File: config.mk
export PLATFORM = sky130hd
export DESIGN_NAME = timer_counter
export DESIGN_NICKNAME = d
export VERILOG_FILES = /design/src/rtl/timer_counter.sv
export SDC_FILE = /design/constraint.sdc
export NUM_CORES = 1
export LEC_CHECK = 0
export BUFFER_PORTS_ARGS = -buffer_cell sky130_fd_sc_hd__clkbuf_2
export CAP_MARGIN = 20
export CORE_MARGIN = 1.5
export CORE_UTILIZATION = 28
export DETAILED_ROUTE_END_ITERATION = 6
export MAX_ROUTING_LAYER = met4
export PLACE_DENSITY_LB_ADDON = 0.1
export SLEW_MARGIN = 25
export SYNTH_ARGS = -nofsm -noshare
export SYNTH_HDL_FRONTEND = slang
export SYNTH_SLANG_ARGS = --single-unit
File: constraint.sdc
create_clock -name clk -period 2.89 [get_ports clk]
set_input_delay 0.1445 -clock clk [delete_from_list [all_inputs] [get_ports clk]]
set_output_delay 0.1445 -clock clk [all_outputs]
set_load 0.1 [all_outputs]
File: src/rtl/timer_counter.sv
// Memory-mapped countdown timer. Three word registers (CTRL, PRESET, COUNT)
// sit behind a 2-bit word select. COUNT loads from PRESET and counts down to
// zero, then raises irq_flag. Supports one-shot and auto-reload modes.
// Read data is combinational so the CPU can sample it in the same cycle.
module timer_counter #(
    parameter int CNT_W = 32
) (
    input  logic        clk,
    input  logic        reset,
    input  logic [1:0]  addr,
    input  logic        we,
    input  logic [31:0] din,
    output logic [31:0] dout,
    output logic        irq
);

    localparam logic [1:0] ADDR_CTRL   = 2'd0;
    localparam logic [1:0] ADDR_PRESET = 2'd1;
    localparam logic [1:0] ADDR_COUNT  = 2'd2;

    localparam logic [1:0] MODE_RELOAD = 2'b01;

    localparam logic [CNT_W-1:0] CNT_ONE = CNT_W'(1);

    typedef enum logic [1:0] {
        ST_IDLE = 2'd0,
        ST_LOAD = 2'd1,
        ST_CNT  = 2'd2,
        ST_INT  = 2'd3
    } state_e;

    state_e           state_q,  state_d;
    logic [3:0]       ctrl_q,   ctrl_d;
    logic [CNT_W-1:0] preset_q, preset_d;
    logic [CNT_W-1:0] count_q,  count_d;
    logic             flag_q,   flag_d;

    logic       ctrl_en;
    logic [1:0] ctrl_mode;
    logic       ctrl_im;
    logic       wr_ctrl;
    logic       wr_preset;

    assign ctrl_en   = ctrl_q[0];
    assign ctrl_mode = ctrl_q[2:1];
    assign ctrl_im   = ctrl_q[3];

    // COUNT and the reserved word are read-only, so only two write strobes exist.
    assign wr_ctrl   = we && (addr == ADDR_CTRL);
    assign wr_preset = we && (addr == ADDR_PRESET);

    assign irq = ctrl_im & flag_q;

    // State register: every register, including COUNT, clears on reset.
    always_ff @(posedge clk or negedge reset) begin
        if (!reset) begin
            state_q  <= ST_IDLE;
            ctrl_q   <= '0;
            preset_q <= '0;
            count_q  <= '0;
            flag_q   <= 1'b0;
        end else begin
            // NOTE: non-blocking so every register samples pre-edge values.
            state_q  <= state_d;
            ctrl_q   <= ctrl_d;
            preset_q <= preset_d;
            count_q  <= count_d;
            flag_q   <= flag_d;
        end
    end

    // Next-state logic: FSM effects first, then bus writes so a CPU write wins.
    always_comb begin
        // NOTE: hold-by-default on every output keeps this block latch-free.
        state_d  = state_q;
        ctrl_d   = ctrl_q;
        preset_d = preset_q;
        count_d  = count_q;
        flag_d   = flag_q;

        unique case (state_q)
            ST_IDLE: begin
                if (ctrl_en) begin
                    state_d = ST_LOAD;
                end
            end
            ST_LOAD: begin
                count_d = preset_q;
                state_d = ctrl_en ? ST_CNT : ST_IDLE;
            end
            ST_CNT: begin
                if (!ctrl_en) begin
                    state_d = ST_IDLE;
                end else if (count_q > CNT_ONE) begin
                    count_d = count_q - CNT_ONE;
                end else begin
                    // A zero PRESET lands here too, so it expires like PRESET=1.
                    count_d = '0;
                    flag_d  = 1'b1;
                    state_d = ST_INT;
                end
            end
            ST_INT: begin
                if (ctrl_mode == MODE_RELOAD) begin
                    // Auto-reload: irq_flag is a single-cycle pulse.
                    flag_d = 1'b0;
                end else begin
                    // One-shot (and the unused 1x modes): stop, leave irq_flag level.
                    ctrl_d[0] = 1'b0;
                end
                state_d = ST_IDLE;
            end
            default: state_d = ST_IDLE;
        endcase

        if (wr_ctrl) begin
            ctrl_d = din[3:0];
            flag_d = 1'b0;
        end
        if (wr_preset) begin
            preset_d = din[CNT_W-1:0];
            flag_d   = 1'b0;
        end
    end

    // Read mux: narrower registers zero-extend to the 32-bit bus.
    always_comb begin
        dout = '0;
        unique case (addr)
            ADDR_CTRL:   dout[3:0]       = ctrl_q;
            ADDR_PRESET: dout[CNT_W-1:0] = preset_q;
            ADDR_COUNT:  dout[CNT_W-1:0] = count_q;
            default:     dout            = '0;
        endcase
    end

endmodule
==> flow_summary.ini, run 1 <==
[worst_setup_path]
cp-end-kind = register
crit_family = simple AND/OR/NAND/NOR gates
cp_slowest_cell = or4_1
path_class = register to register
r2r-start = count_q[14]
worst_r2r_path_depth = 6
arrival_ps = 2710
cp-startpoint = count_q[14]
timing.rr.end = count_q[2]
cpPeakStageDelay_ps = 620
cp_num_cells = 6
crit_fanout = 10
crit_chain = or4_1 -> nor4_2 -> a31oi_1 -> buf_4 -> a32oi_1 -> o2bb2ai_1
required_ps = 3110
path_buf_inv = 1
start_kind = register
rrSetupSlack_ps = 410

[clock_network]
path_clk_slew_ps = 60
htreeDepth = 3
cts.sinks = 71
ctsHoldBuffers = 1
cts_resized = 0
cts_root_buffer = clkbuf_16
numCtsBuffers = 9
insertion_delay_ps = 350
cts_setup_buffers = 0
cts_buffer_depth = 2
cts_tree = done

[sta]
fin_skew_ps = 8.89
fmax_mhz = 403
maxSlewViolCount = 0
period_needed_ps = 2480
rsz0062_at_grt = false
worst_pin_slew_ps = 870
hold_viol = 0
tns_ps = 0
timing.slew.headroom_pct = 41.8
hold_ws_ps = 23.7
setup_viol_count_final = 0
period_share_pct = 85.9

[global_route]
antenna_found_initial = 0
grt_usage_pct = 18.1
grt-ovfl-total = 0
grt_pass1_vias = 3865
grt_pass1_wl_mm = 21.8
grt_max_degree = 72

[logic_synthesis]
synth_fp_nets = 474
synth_cells = 431
netlist_area_sq_um = 4240
yosysTopAreaCell = dfrtp_1
yosysWarnings = 0
yosysSeqAreaShare_pct = 41.9
yosys-top-cells-area = dfrtp_1 (42%), mux2_2 (9.6%), a22oi_1 (6.9%)
synth_edf_count = 0
synth_common_cells = dfrtp_1 (71), a22oi_1 (39), mux2_2 (36), nor2b_1 (30), nor2_1 (27)
postSynthAreaPerCell_sq_um = 9.84
synthArstFlopShare_pct = 100
synth.top_cell.area_share_pct = 41.9
yosysMostFrequentCell = dfrtp_1
yosys.cell_types.count = 56
synthFlopType = dfrtp_1
synth_seq_cells = 71

[drt]
drt_first_pass_iters = 7
num_vias = 3867
postRouteAntennaNets = 0
viasPerCell = 5.60
routedWlPerCell_um = 19.0
drt_iter0_markers = 233
routed_wl_mm = 13.1
drcViolationCount = 6

[finish]
finalNonFillerCells = 690
drive_gt1_share_pct = 29.8
nNetsFinal = 546
diodes = 0
synthToLayoutAreaGrowth_pct = 21.4

[power]
net-switching-power_mw = 2.42
clkPwrFrac_pct = 19.7
combPwrFrac_pct = 46.1
p_leak_nw = 2.16
power_density_nw_per_um2 = 1010
p_seq_share_pct = 34.2
ir_drop_mv = 0.306
swShare_pct = 46.3
p_int_mw = 2.80

[placement]
port_buffers = 69
dp_cells = 675
routabilityCongestion = 0.816
hpwl_mm = 9.03

[status]
violations = design-rule violations
status = finished, violations left

[worst_hold_path]
hold_path_depth = 2
hp-start = din[29]
hold_path_end = preset_q[29]
hold_class = primary input to register

[floorplan]
top_level_ports = 70
die_h_um = 126
design.die.area_sq_um = 15900
start_util_pct = 29.0
rows = 44
fp.dieW_um = 126
core-area_sq_um = 14600

[job]
drv_cap = 0
## per-layer routing
layer,track usage [%],vias to the layer above,share of wire [%]
met5,-,-,0
met4,6.22,0,1.4
met3,3.61,11,4.5
met2,26.7,104,45
met1,24.9,1947,49
li1,-,1805,-
## placed cells by master (no fill, tap or decap), drive strengths merged, types with 4 or more instances in the layout
| cell | count |
|---|---|
| o2bb2ai | 5 |
| nor2 | 27 |
| inv | 8 |
| a22o | 5 |
| a21oi | 10 |
| nor3 | 10 |
| nand3 | 8 |
| buf | 26 |
| o211ai | 6 |
| a222oi | 4 |
| a221o | 4 |
| a31oi | 4 |
| clkbuf | 81 |
| o21ai | 22 |
| a22oi | 39 |
| or3 | 5 |
| or4 | 9 |
| mux2 | 36 |
| dfrtp | 71 |
| nand4 | 6 |
| a32oi | 4 |
| nor2b | 30 |
| nor4 | 20 |
| ha | 6 |
| nand2 | 23 |
## cell families after synthesis
kind of cell / Yosys count / synth area share, %
compound gates: 123 / 21.0
fa+ha+maj: 6 / 1.77
buf+inv: 43 / 4.31
flops: 71 / 41.9
mux: 39 / 10.3
simple gates: 149 / 20.7
## power by group through the flow
stage | clock network, mW | registers (mW) | logic [mW]
after floorplan | 0 | 1.58 | 1.85
after global placement | 0 | 1.78 | 2.42
after detailed placement | 0 | 1.79 | 2.42
after CTS | 1.07 | 1.78 | 2.44
after global routing | 1.11 | 1.84 | 2.65
final | 1.03 | 1.78 | 2.41
## sequential cells by signal, summed over array words and instances, names as in the netlist
name,flops
count_q,32
preset_q,32
ctrl_q,4
state_q,2
flag_q,1
## metrics by stage
step,utilization (%),worst slack (ps),instance area (sq um),power (mW)
floorplan,-,500,4240,3.43
global placement,33.3,460,4870,4.20
detailed placement,33.3,406,4870,4.22
CTS,35.1,392,5140,5.28
global route,35.2,269,5150,5.60
finish,35.2,406,5150,5.22
## how the worst max path moves through the flow
stage,end,slack [ps]
floorplan,count_q[30],500
global placement,count_q[2],460
detailed placement,count_q[2],410
CTS,count_q[2],390
global route,count_q[2],270
finish,count_q[2],410
## layout make-up
type,instances,area (sq um)
fill,1535,9500
multi-input combinational,317,2280
sequential,71,1780
timing repair buffer,95,562
clock buffer,13,260
tap,184,230
inverter,9,33.8
clock inverter,1,5.00
No activity file was read; power rests on OpenSTA's default activity.
==> inputs of run 2 (changes only) <==
--- a/config.mk
+++ b/config.mk
@@ -12,6 +12,7 @@
 export DETAILED_ROUTE_END_ITERATION = 6
 export MAX_ROUTING_LAYER = met4
 export PLACE_DENSITY_LB_ADDON = 0.1
+export RECOVER_POWER = 100
 export SLEW_MARGIN = 25
 export SYNTH_ARGS = -nofsm -noshare
 export SYNTH_HDL_FRONTEND = slang
==> flow_summary.ini, run 2 (synthesized netlist as in run 1, its figures left out) <==
[power]
ir_drop_mv = 0.307
swShare_pct = 46.5
p_int_mw = 2.78
p_leak_nw = 2.04
net-switching-power_mw = 2.42
clkPwrFrac_pct = 19.9
p_seq_share_pct = 34.3
power_density_nw_per_um2 = 1020
combPwrFrac_pct = 45.8

[drt]
routedWlPerCell_um = 19.0
drt_iter0_markers = 234
routed_wl_mm = 13.1
drt_first_pass_iters = 7
drcViolationCount = 6
viasPerCell = 5.59
num_vias = 3859
postRouteAntennaNets = 0

[global_route]
grt_max_degree = 72
grt_pass1_vias = 3865
grt_pass1_wl_mm = 21.8
grt-ovfl-total = 0
grt_usage_pct = 18.1
antenna_found_initial = 0

[clock_network]
cts.sinks = 71
cts_setup_buffers = 0
path_clk_slew_ps = 60
cts_buffer_depth = 2
cts_root_buffer = clkbuf_16
htreeDepth = 3
cts_tree = done
numCtsBuffers = 9
insertion_delay_ps = 350

[sta]
fmax_mhz = 387
setup_viol_count_final = 0
period_share_pct = 89.5
maxSlewViolCount = 72
rsz0062_at_grt = false
period_needed_ps = 2590
tns_ps = 0
worst_pin_slew_ps = 1860
fin_skew_ps = 8.83
hold_viol = 0
timing.slew.headroom_pct = -24.0

[worst_setup_path]
cp_slowest_cell = or4_1
cp-end-kind = register
required_ps = 3120
path_buf_inv = 1
cpPeakStageDelay_ps = 610
arrival_ps = 2810
cp-startpoint = count_q[14]
path_class = register to register
start_kind = register
crit_fanout = 8
r2r-start = count_q[14]
crit_chain = or4_1 -> nor4_1 -> a31o_1 -> buf_4 -> o21ai_0 -> a221o_1
crit_family = simple AND/OR/NAND/NOR gates

[worst_hold_path]
hp-start = din[29]
hold_class = primary input to register

[finish]
final_common_cell = dfrtp_1
drive_gt1_share_pct = 22.1
synthToLayoutAreaGrowth_pct = 19.9
reg_top3 = count_q (32), preset_q (32), ctrl_q (4)
nNetsFinal = 546
design_area_sq_um = 5080
diodes = 0
final_cell_mix = dfrtp_1 (71), a22oi_1 (39), clkbuf_1 (39), mux2_2 (36), clkbuf_2 (34)

[floorplan]
core-area_sq_um = 14600
fp.dieW_um = 126
die_h_um = 126
start_util_pct = 29.0
rows = 44
design.die.area_sq_um = 15900
top_level_ports = 70

[placement]
port_buffers = 69
routabilityCongestion = 0.816
hpwl_mm = 9.03
placed_cell_area_sq_um = 4870

[job]
drv_cap = 1

[status]
violations = design-rule violations, max-capacitance violations, max-slew violations
status = finished, violations left
[run 2: worst reg2reg max path: cells and delay by family (launching register included)]
kind	cells	cell delay (ps)
simple gates	2	1020
compound gates	3	770
flops	1	460
buf+inv	1	220
[run 2: path summary, 6_finish.rpt]
| path | endpoint | slack (ps) | cells past startpoint |
|---|---|---|---|
| setup / recovery | count_q[9] | 300 | 6 |
| min in group asynchronous | ctrl_q[3] | 860 | 2 |
| max in group asynchronous | count_q[23] | 940 | 2 |
| setup reg to reg | count_q[9] | 300 | 6 |
| hold / removal | preset_q[29] | 20 | 2 |
| hold reg to reg | count_q[26] | 520 | 1 |
[run 2: power by group through the flow]
stage	sequential, mW	combinational [mW]	clock (mW)
floorplan	1.58	1.85	0
global placement	1.78	2.42	0
detailed placement	1.79	2.42	0
CTS	1.78	2.44	1.07
global route	1.84	2.62	1.11
finish	1.78	2.38	1.03
[run 2: area by class of cell]
| class | instances | area, sq um |
|---|---|---|
| Fill cell | 1556 | 9560 |
| Multi-Input combinational cell | 317 | 2270 |
| Sequential cell | 71 | 1780 |
| Timing Repair Buffer | 95 | 504 |
| Clock buffer | 13 | 260 |
| Tap cell | 184 | 230 |
| Inverter | 9 | 33.8 |
| Clock inverter | 1 | 5.00 |
[run 2: stage by stage]
stage	setup slack (ps)	utilization (%)	total power, mW	std cells	hold WS, ps
after floorplan	500	-	3.43	431	-151
after detailed placement	406	33.3	4.22	675	361
after global routing	153	34.7	5.58	690	18.0
final	304	34.7	5.20	690	22.4
after CTS	392	35.1	5.28	690	12.8
after global placement	460	33.3	4.20	675	377
[run 2: what timing repair did]
action	4_1_cts	5_1_grt
gates resized for setup	0	0
hold buffers	1	0
hold endpoints to repair	50	0
[run 2: routing by layer]
layer | share of wire (%) | vias up | wire [um] | global-route usage, %
li1 | - | 1805 | - | -
met1 | 48 | 1946 | 6370 | 24.9
met2 | 45 | 98 | 5960 | 26.7
met3 | 4.8 | 10 | 637 | 3.61
met4 | 1.3 | 0 | 173 | 6.22
met5 | 0 | - | 0 | -
==> inputs of run 3 (changes only) <==
--- a/config.mk
+++ b/config.mk
@@ -5,8 +5,10 @@
 export SDC_FILE = /design/constraint.sdc
 export NUM_CORES = 1
 export LEC_CHECK = 0
+export ABC_AREA = 1
 export BUFFER_PORTS_ARGS = -buffer_cell sky130_fd_sc_hd__clkbuf_2
 export CAP_MARGIN = 20
+export CORE_ASPECT_RATIO = 0.6
 export CORE_MARGIN = 1.5
 export CORE_UTILIZATION = 28
 export DETAILED_ROUTE_END_ITERATION = 6
==> flow_summary.ini, run 3 <==
[worst_setup_path]
required_ps = 3120
path_common_cell = nand2_4
cp_slowest_cell = nor2_1
start_kind = register
rrSetupSlack_ps = 500
cp_num_cells = 10
path_buf_inv = 2
cpPeakStageDelay_ps = 530
timing.rr.end = count_q[30]
crit_fanout = 18
cp-end-kind = register
crit_family = simple AND/OR/NAND/NOR gates
path_class = register to register
crit_chain = inv_1 -> ha_1 -> nand2_4 -> nor2_1 -> nand2_4 -> nand2_1 -> a21oi_4 -> buf_4 -> nand3_1 -> a21oi_1
cp-endpoint = count_q[30]
cp-startpoint = count_q[0]
worst_r2r_path_depth = 10
r2r-start = count_q[0]
arrival_ps = 2610

[floorplan]
die_h_um = 100
top_level_ports = 70
core-area_sq_um = 15400
fp.dieW_um = 165
rows = 35
start_util_pct = 28.7
design.die.area_sq_um = 16500

[drt]
routedWlPerCell_um = 16.4
met1Wirelength_mm = 8.90
drt_iter0_markers = 362
top_layer_used = met4
viasPerCell = 4.82
num_vias = 4567
routed_wl_mm = 15.6
drcViolationCount = 0
postRouteAntennaNets = 0
met3_length_um = 837
drt_first_pass_iters = 6
dr_wl_met2_mm = 5.75

[logic_synthesis]
synth_edf_count = 0
yosysTopAreaCell = dfrtp_1
synth_top_family_by_area = simple AND/OR/NAND/NOR gates
yosys.cell_types.count = 27
synth-compound-area-share_pct = 13.8
synthXorXnorAreaFrac_pct = 2.38
synth_fp_nets = 705
yosysSeqAreaShare_pct = 40.3
yosys-top-cells-area = dfrtp_1 (40%), nand2_1 (21%), a21oi_1 (11%)
synth_cells = 662
yosysWarnings = 0
synthArstFlopShare_pct = 100
synth_seq_cells = 71
postSynthAreaPerCell_sq_um = 6.66
synthSimpleGateAreaFrac_pct = 34.9
netlist_area_sq_um = 4410
yosys-mux-area-fraction_pct = 0
yosysMostFrequentCell = nand2_1
synth-adder-area-share_pct = 1.70
synthFlopType = dfrtp_1
synth_common_cells = nand2_1 (244), a21oi_1 (93), nor2_1 (83), dfrtp_1 (71), inv_1 (46)
synth.top_cell.area_share_pct = 40.3

[power]
swShare_pct = 49.7
p_int_mw = 2.48
power_mw = 4.93
p_leak_nw = 2.43
clkPwrFrac_pct = 21.6
combPwrFrac_pct = 40.8
power_density_nw_per_um2 = 925
p_seq_share_pct = 37.6
ir_drop_mv = 0.293
net-switching-power_mw = 2.45

[job]
drv_cap = 1

[clock_network]
cts_tree = done
htreeDepth = 3
cts_root_buffer = clkbuf_16
cts_setup_buffers = 0
cts_buffer_depth = 2
numCtsBuffers = 9
insertion_delay_ps = 340
path_clk_slew_ps = 60
cts.sinks = 71

[global_route]
antenna_found_initial = 0
grt_max_degree = 72
grt_usage_pct = 20.4
grt_pass1_wl_mm = 24.5
grt-ovfl-total = 0
grt_pass1_vias = 4220

[placement]
placed_cell_area_sq_um = 4950
port_buffers = 69
hpwl_mm = 11.2
dp_cells = 916
routabilityCongestion = 0.877

[sta]
maxSlewViolCount = 72
rsz0062_at_grt = false
worst_pin_slew_ps = 1880
setup_viol_count_final = 0
fmax_mhz = 419
fin_skew_ps = 7.11
period_share_pct = 82.7
timing.slew.headroom_pct = -25.5
hold_viol = 0
tns_ps = 0
period_needed_ps = 2390

[finish]
synthToLayoutAreaGrowth_pct = 20.9
drive_gt1_share_pct = 9.93
nNetsFinal = 783
diodes = 0
fin_util_pct = 34.7
final_common_cell = nand2_1
fillCellCount = 1653
final_cell_mix = nand2_1 (245), a21oi_1 (93), nor2_1 (84), dfrtp_1 (71), inv_1 (47)
reg_top3 = count_q (32), preset_q (32), ctrl_q (4)
finalNonFillerCells = 948
design_area_sq_um = 5330

[worst_hold_path]
hold_class = primary input to register

[status]
status = finished, violations left
violations = max-capacitance violations, max-slew violations
==> run 3: cell count changes in the layout (fill, tap and decap cells not counted), sizes merged, moves of 20 or more <==
cell   change
nand2    +226
a22oi     -39
nor2      +64
mux2      -36
inv       +41
a21oi     +85
nor2b     -30
nand3     +26
nor4      -20
==> run 3: what timing repair did <==
item | in CTS | in global routing
hold buffers | 15 | 1
setup endpoints to repair | 0 | 0
resized for setup | 0 | 0
endpoints found under the hold margin | 15 | 71
==> run 3: cells by family (layout without fill, tap and decap cells) <==
logic type / after synthesis / count (layout)
DFF: 71 / 71
and+or+nand+nor: 381 / 381
xor gates and xnor gates: 12 / 12
adders and majority gates: 6 / 6
AOI/OAI and AO/OA: 117 / 117
buffers and inverters: 75 / 158
==> run 3: power by group through the flow <==
stage / clock, mW / combinational, mW / sequential (mW)
CTS: 1.08 / 2.03 / 1.83
global route: 1.13 / 2.24 / 1.90
floorplan: 0 / 1.59 / 1.63
finish: 1.07 / 2.01 / 1.85
detailed placement: 0 / 2.00 / 1.85
global placement: 0 / 1.99 / 1.85
==> run 3: worst min path at each step <==
stage | slack, ps | cells after the start | start | endpoint
6_report | 0.3 | 3 | din[26] | preset_q[26]
5_1_grt | 10 | 3 | din[26] | preset_q[26]
4_1_cts | 0.1 | 3 | din[4] | preset_q[4]
3_5_place_dp | 340 | 3 | din[24] | preset_q[24]
3_3_place_gp | 340 | 3 | din[14] | preset_q[14]
2_1_floorplan | -150 | 0 | reset | count_q[0]
==> run 3: layer usage <==
metal | GRT usage (%) | vias up
met2 | 24.5 | 143
met1 | 34.2 | 2165
met5 | - | -
met3 | 3.22 | 7
li1 | - | 2252
met4 | 3.33 | 0
==> run 3: final cells by class <==
type                       instances  area (sq um)  share of cell area [%]
clock inverter                     6          46.3                   0.869
multi-input combinational        516          2320                    43.5
timing repair buffer              94           527                    9.88
inverter                          48           180                    3.38
clock buffer                      10           229                    4.30
sequential                        71          1780                    33.3
tap                              203           254                    4.77
==> run 3: worst reg2reg max path, cell delays in order (launching register included) <==
cell     delay, ps
dfrtp_1        420
inv_1          110
ha_1           280
nand2_4         80
nor2_1         530
nand2_4        130
nand2_1        160
a21oi_4        170
buf_4          240
nand3_1         90
a21oi_1         60
==> run 3: per-stage QoR <==
stage / hold slack (ps) / setup slack [ps]
floorplan: -151 / 390
global placement: 339 / 771
detailed placement: 342 / 694
CTS: 0.130 / 682
global route: 10.6 / 295
finish: 0.273 / 501
